### src/rtl/cache_fill_arbiter.sv
// cache_fill_arbiter: arbitrates I-cache misses, D-cache misses and write-through
// stores onto one pipelined main memory. Block fills are issued one read per cycle
// and the returned words are streamed back to the requesting cache as they arrive.
// busy holds the pipeline for as long as a fill or store is in flight.
module cache_fill_arbiter #(
  parameter int ADDR_W          = 16,
  parameter int DATA_W          = 16,
  parameter int WORDS_PER_BLOCK = 8
) (
  input  logic                               clk,
  input  logic                               rst_n,
  input  logic                               icache_miss,
  input  logic [ADDR_W-1:0]                  icache_addr,
  input  logic                               dcache_miss,
  input  logic [ADDR_W-1:0]                  dcache_addr,
  input  logic                               store_req,
  input  logic [ADDR_W-1:0]                  store_addr,
  input  logic [DATA_W-1:0]                  store_data,
  output logic                               mem_enable,
  output logic                               mem_wr,
  output logic [ADDR_W-1:0]                  mem_addr,
  output logic [DATA_W-1:0]                  mem_data_in,
  input  logic                               mem_data_valid,
  input  logic [DATA_W-1:0]                  mem_data_out,
  output logic [DATA_W-1:0]                  fill_data,
  output logic [$clog2(WORDS_PER_BLOCK)-1:0] fill_word,
  output logic                               fill_we_i,
  output logic                               fill_we_d,
  output logic                               fill_done_i,
  output logic                               fill_done_d,
  output logic                               store_done,
  output logic                               busy
);

  localparam int CNT_W = $clog2(WORDS_PER_BLOCK);
  // byte offset within a block: word index plus the byte-in-word bit
  localparam int OFF_W = CNT_W + 1;
  localparam logic [ADDR_W-1:0] OFF_MASK  = ADDR_W'((1 << OFF_W) - 1);
  localparam logic [CNT_W:0]    WPB_CNT   = (CNT_W + 1)'(WORDS_PER_BLOCK);
  localparam logic [CNT_W-1:0]  LAST_WORD = CNT_W'(WORDS_PER_BLOCK - 1);

  typedef enum logic [1:0] {IDLE, FILL_I, FILL_D, WRITE} state_t;

  state_t            state;
  logic [ADDR_W-1:0] blkAddr;
  // number of block reads issued so far, including the one on the bus this cycle
  logic [CNT_W:0]    issuedCnt;
  logic [CNT_W-1:0]  recvCnt;
  logic              isFill;
  logic              wordAccept;
  logic [ADDR_W-1:0] nextIssueAddr;

  // A returned word is only taken during a fill and only if a read for it was
  // already issued, so stale responses from an aborted fill cannot be counted.
  assign isFill        = (state == FILL_I) || (state == FILL_D);
  assign wordAccept    = isFill && mem_data_valid && ({1'b0, recvCnt} < issuedCnt);
  assign nextIssueAddr = blkAddr | ADDR_W'({issuedCnt[CNT_W-1:0], 1'b0});

  // Arbitration FSM; memory-side outputs are registered alongside the state.
  always_ff @(posedge clk or negedge rst_n) begin
    if (!rst_n) begin
      state       <= IDLE;
      blkAddr     <= '0;
      issuedCnt   <= '0;
      recvCnt     <= '0;
      mem_enable  <= 1'b0;
      mem_wr      <= 1'b0;
      mem_addr    <= '0;
      mem_data_in <= '0;
      store_done  <= 1'b0;
    end else begin
      case (state)
        IDLE: begin
          mem_enable  <= 1'b0;
          mem_wr      <= 1'b0;
          mem_addr    <= '0;
          mem_data_in <= '0;
          store_done  <= 1'b0;
          issuedCnt   <= '0;
          recvCnt     <= '0;
          if (dcache_miss) begin
            state      <= FILL_D;
            blkAddr    <= dcache_addr & ~OFF_MASK;
            mem_enable <= 1'b1;
            mem_addr   <= dcache_addr & ~OFF_MASK;
            issuedCnt  <= (CNT_W + 1)'(1);
          end else if (store_req) begin
            state       <= WRITE;
            mem_enable  <= 1'b1;
            mem_wr      <= 1'b1;
            mem_addr    <= store_addr;
            mem_data_in <= store_data;
            store_done  <= 1'b1;
          end else if (icache_miss) begin
            state      <= FILL_I;
            blkAddr    <= icache_addr & ~OFF_MASK;
            mem_enable <= 1'b1;
            mem_addr   <= icache_addr & ~OFF_MASK;
            issuedCnt  <= (CNT_W + 1)'(1);
          end
        end
        FILL_I, FILL_D: begin
          if (issuedCnt < WPB_CNT) begin
            mem_enable <= 1'b1;
            mem_addr   <= nextIssueAddr;
            issuedCnt  <= issuedCnt + (CNT_W + 1)'(1);
          end else begin
            mem_enable <= 1'b0;
            mem_addr   <= '0;
          end
          if (wordAccept) begin
            recvCnt <= recvCnt + CNT_W'(1);
            if (recvCnt == LAST_WORD) begin
              state      <= IDLE;
              mem_enable <= 1'b0;
              mem_addr   <= '0;
              issuedCnt  <= '0;
              recvCnt    <= '0;
            end
          end
        end
        WRITE: begin
          state       <= IDLE;
          mem_enable  <= 1'b0;
          mem_wr      <= 1'b0;
          mem_addr    <= '0;
          mem_data_in <= '0;
          store_done  <= 1'b0;
        end
        default: state <= IDLE;
      endcase
    end
  end

  // Fill strobes follow the returning data in the same cycle it arrives.
  assign fill_we_i   = wordAccept && (state == FILL_I);
  assign fill_we_d   = wordAccept && (state == FILL_D);
  assign fill_data   = wordAccept ? mem_data_out : '0;
  assign fill_word   = wordAccept ? recvCnt : '0;
  assign fill_done_i = fill_we_i && (recvCnt == LAST_WORD);
  assign fill_done_d = fill_we_d && (recvCnt == LAST_WORD);
  assign busy        = (state != IDLE);

endmodule

### config.mk
export PLATFORM = sky130hd
export DESIGN_NAME = cache_fill_arbiter
export DESIGN_NICKNAME = d
export VERILOG_FILES = /design/src/rtl/cache_fill_arbiter.sv
export SDC_FILE = /design/constraint.sdc
export NUM_CORES = 1
export LEC_CHECK = 0
export CORE_MARGIN = 4
export CORE_UTILIZATION = 43
export DETAILED_ROUTE_END_ITERATION = 6
export GPL_TIMING_DRIVEN = 0
export PLACE_DENSITY = 0.86
export SLEW_MARGIN = 40
export SYNTH_ARGS = -nofsm -noshare
export SYNTH_HDL_FRONTEND = slang
export SYNTH_SLANG_ARGS = --single-unit
### constraint.sdc
create_clock -name clk -period 3.13 [get_ports clk]
set_input_delay 0.626 -clock clk [delete_from_list [all_inputs] [get_ports clk]]
set_output_delay 0.626 -clock clk [all_outputs]
set_load 0.02 [all_outputs]
==> flow_metrics.env <==
export IMPL_synth_top_family_by_area="compound AO/OA/AOI/OAI gates"
export IMPL_cts_resized=26
export IMPL_yosysUniqueCellTypes=41
export IMPL_dp_hpwl_mm=6.66
export IMPL_gp_congestion=0.833
export IMPL_clkTransAtPathRegs_ns=0.10
export IMPL_power_frac_comb=0.569
export IMPL_total_power_uw=3680
export IMPL_final_core_util=0.689
export IMPL_post_route_period_util=0.960
export IMPL_wl_per_cell_um=17.2
export IMPL_synth_top_area_frac=0.484
export IMPL_period_needed_ns=3.01
export IMPL_wl_mm=8.59
export IMPL_finClkSkew_ns=0.0133
export IMPL_cap_viol_max_count=0
export IMPL_cellPowerDensity_nw_per_um2=836
export IMPL_synth_area_mux_share=0.0317
export IMPL_switching_power_uw=1570
export IMPL_antenna_cells=0
export IMPL_synthTopCellsByCount="55 x dfrtp_1, 26 x nand2_1, 22 x a21oi_1, 22 x and3_1, 19 x clkbuf_1"
export IMPL_hold_violations=0
export IMPL_num_io_pins=145
export IMPL_cp_end_kind="primary output"
export IMPL_pwr_share_clk=0.116
export IMPL_fin_setup_tns_ns=0
export IMPL_htree_levels=2
export IMPL_syn_nets=374
export IMPL_min_path_type="in -> async"
export IMPL_max_slew_worst_pin_slew_ns=0.824
export IMPL_yosys_warnings=0
export IMPL_via_count=2789
export IMPL_synth_compound_area_frac=0.223
export IMPL_clock_sinks=55
export IMPL_drcViolationCount=0
export IMPL_grt_antenna_before_repair=0
export IMPL_hold_buffers=0
export IMPL_viasPerCell=5.59
export IMPL_critical_path_arrival_ns=2.38
export IMPL_async_flop_share=1.00
export IMPL_p_sw_frac=0.427
export IMPL_worst_setup_path_start_kind="flop"
export IMPL_cp_data_required_time_ns=2.50
export IMPL_initial_core_util=0.446
export IMPL_synth_edf_count=0
export IMPL_cts_tree="built"
export IMPL_syn_cell_area_um2=2850
export IMPL_ant_nets=0
export IMPL_post_cts_setup_buffers=0
export IMPL_num_fill_cells=515
export IMPL_synth_most_common_cell="dfrtp_1"
export IMPL_setup_viol=0
export IMPL_fp_dieW_um=89.3
export IMPL_drt_pre_antenna_iters=4
export IMPL_synthSimpleGateAreaFrac=0.173
export IMPL_postLayoutCellArea_um2=4400
export IMPL_avgSynthCellArea_um2=10.2
export IMPL_drtIter0Drc=144
export IMPL_yosysTopAreaCell="dfrtp_1"
export IMPL_fp_coreArea_um2=6390
export IMPL_rsz0062_at_grt="false"
export IMPL_rows=29
export IMPL_synth_ff_type="dfrtp_1"
export IMPL_cell_internal_pwr_uw=2110
export IMPL_synthAdderAreaFrac=0.0440
export IMPL_status="complete, no violations"
export IMPL_grt_pass1_vias=2752
export IMPL_maxSlewHeadroom=0.450
export IMPL_grtUsageTotal=0.218
export IMPL_clkLatencyLatePin_ns=0.32
export IMPL_grt_overflow_total=0
export IMPL_slew_violations=0
export IMPL_worstPathMaxFanout=10
export IMPL_grt_max_degree=31
export IMPL_syn_to_final_growth_pct=54.7
export IMPL_cellLeakagePower_uw=0.00209
export IMPL_pwr_share_seq=0.314
export IMPL_port_buffer_count=136
export IMPL_die_area_um2=7980
export IMPL_cts_root_buf="clkbuf_8"
export IMPL_nets=517
export IMPL_synth_seq_area_share=0.484
export IMPL_final_layout_size_suffix_gt1_frac=0.0569
export IMPL_postSynthCellCount=278
export IMPL_placed_area_um2=4320
export IMPL_die_h_um=89.3
export IMPL_cts_buffers=5
export IMPL_ctsLongestPathBuffers=2
export IMPL_ys_ff_latch=55
export IMPL_max_freq_mhz=333
export IMPL_netlist_top_cells_area="dfrtp_1 48%, a22o_1 5.2%, and3_1 4.8%, ha_1 4.4%, a21oi_1 3.9%"
export IMPL_path_class="reg -> out"
export IMPL_max_vdd_ir_drop_mv=0.514
export IMPL_synth_xor_area_frac=0
export IMPL_grt_first_pass_wirelength_mm=13.6
[state kept, by name, summed over array words and instances (netlist names)]
register,count
blkAddr,12
issuedCnt,4
mem_addr,16
mem_data_in,16
mem_enable,1
recvCnt,3
state,2
store_done,1
[routing by layer]
layer | track usage | routed length (µm)
met5 | 0 | 0
met1 | 0.287 | 3530
met2 | 0.364 | 4200
met4 | 0.0528 | 88
met3 | 0.0516 | 776
[cell usage in the layout (no fill, tap or decap), types with 6 or more instances in the layout]
cell | Yosys | layout
clkdlybuf4s50_1 | 0 | 112
dfrtp_1 | 55 | 55
nand2_1 | 26 | 26
a21oi_1 | 22 | 22
and3_1 | 22 | 22
dlygate4sd2_1 | 0 | 21
a22o_1 | 17 | 17
clkbuf_1 | 19 | 14
o21ai_0 | 13 | 13
nand3b_1 | 11 | 11
ha_1 | 10 | 10
inv_1 | 9 | 9
mux2i_1 | 9 | 9
nor2_1 | 8 | 8
o2bb2ai_1 | 7 | 7
nand3_1 | 6 | 6
clkbuf_8 | 0 | 6
[through the flow]
step                instances  worst slack (ns)  hold slack, ns
floorplan                 278             0.779           0.330
global placement          491            -0.210           0.459
detailed placement        492            -0.127           0.469
CTS                       500           0.00654           0.214
global route              499           0.00434           0.221
finish                    499             0.124           0.208
[worst max-delay path, cell delays in order, from the launching register on]
cell           delay, ns
dfrtp_1             0.44
inv_1               0.09
ha_1                0.32
nand2b_4            0.07
o311a_4             0.42
clkbuf_2            0.18
and3_1              0.23
dlygate4sd2_1       0.33
[path summary, 6_finish.rpt]
check	from	end	slack, ns	cells after the start
max	issuedCnt[2]	fill_word[0]	0.12	7
min	rst_n	mem_data_in[0]	0.21	1
max reg2reg	state[0]	mem_data_in[11]	0.78	5
min reg2reg	blkAddr[11]	blkAddr[11]	0.49	1
max in group asynchronous	rst_n	blkAddr[10]	2.45	2
min in group clk	blkAddr[11]	blkAddr[11]	0.49	1
[power by group through the flow]
stage                     sequential, µW  clock (µW)  combinational, µW
after global placement              1160           0               2080
after detailed placement            1170           0               2150
after CTS                           1160         428               2120
after floorplan                     1340           0               1060
final                               1160         428               2090
after global routing                1190         457               2290
[cells by family (layout without fill, tap and decap cells)]
family	Yosys count	after routing
AO/OA/AOI/OAI	84	84
adder cells (fa/ha/maj)	10	10
buffers and inverters	31	175
multiplexers	9	9
flip-flops	55	55
AND/OR/NAND/NOR	89	89
[area by class of cell]
class	instances	area, µm²	share of cell area
Sequential cell	55	1380	0.313
Timing Repair Buffer	137	1360	0.308
Multi-Input combinational cell	192	1350	0.306
Tap cell	77	96.3	0.0219
Buffer	21	95.1	0.0216
Clock buffer	6	82.6	0.0188
Inverter	9	33.8	0.00767
Clock inverter	2	13.8	0.00313
(Power assumes the default switching activity.)
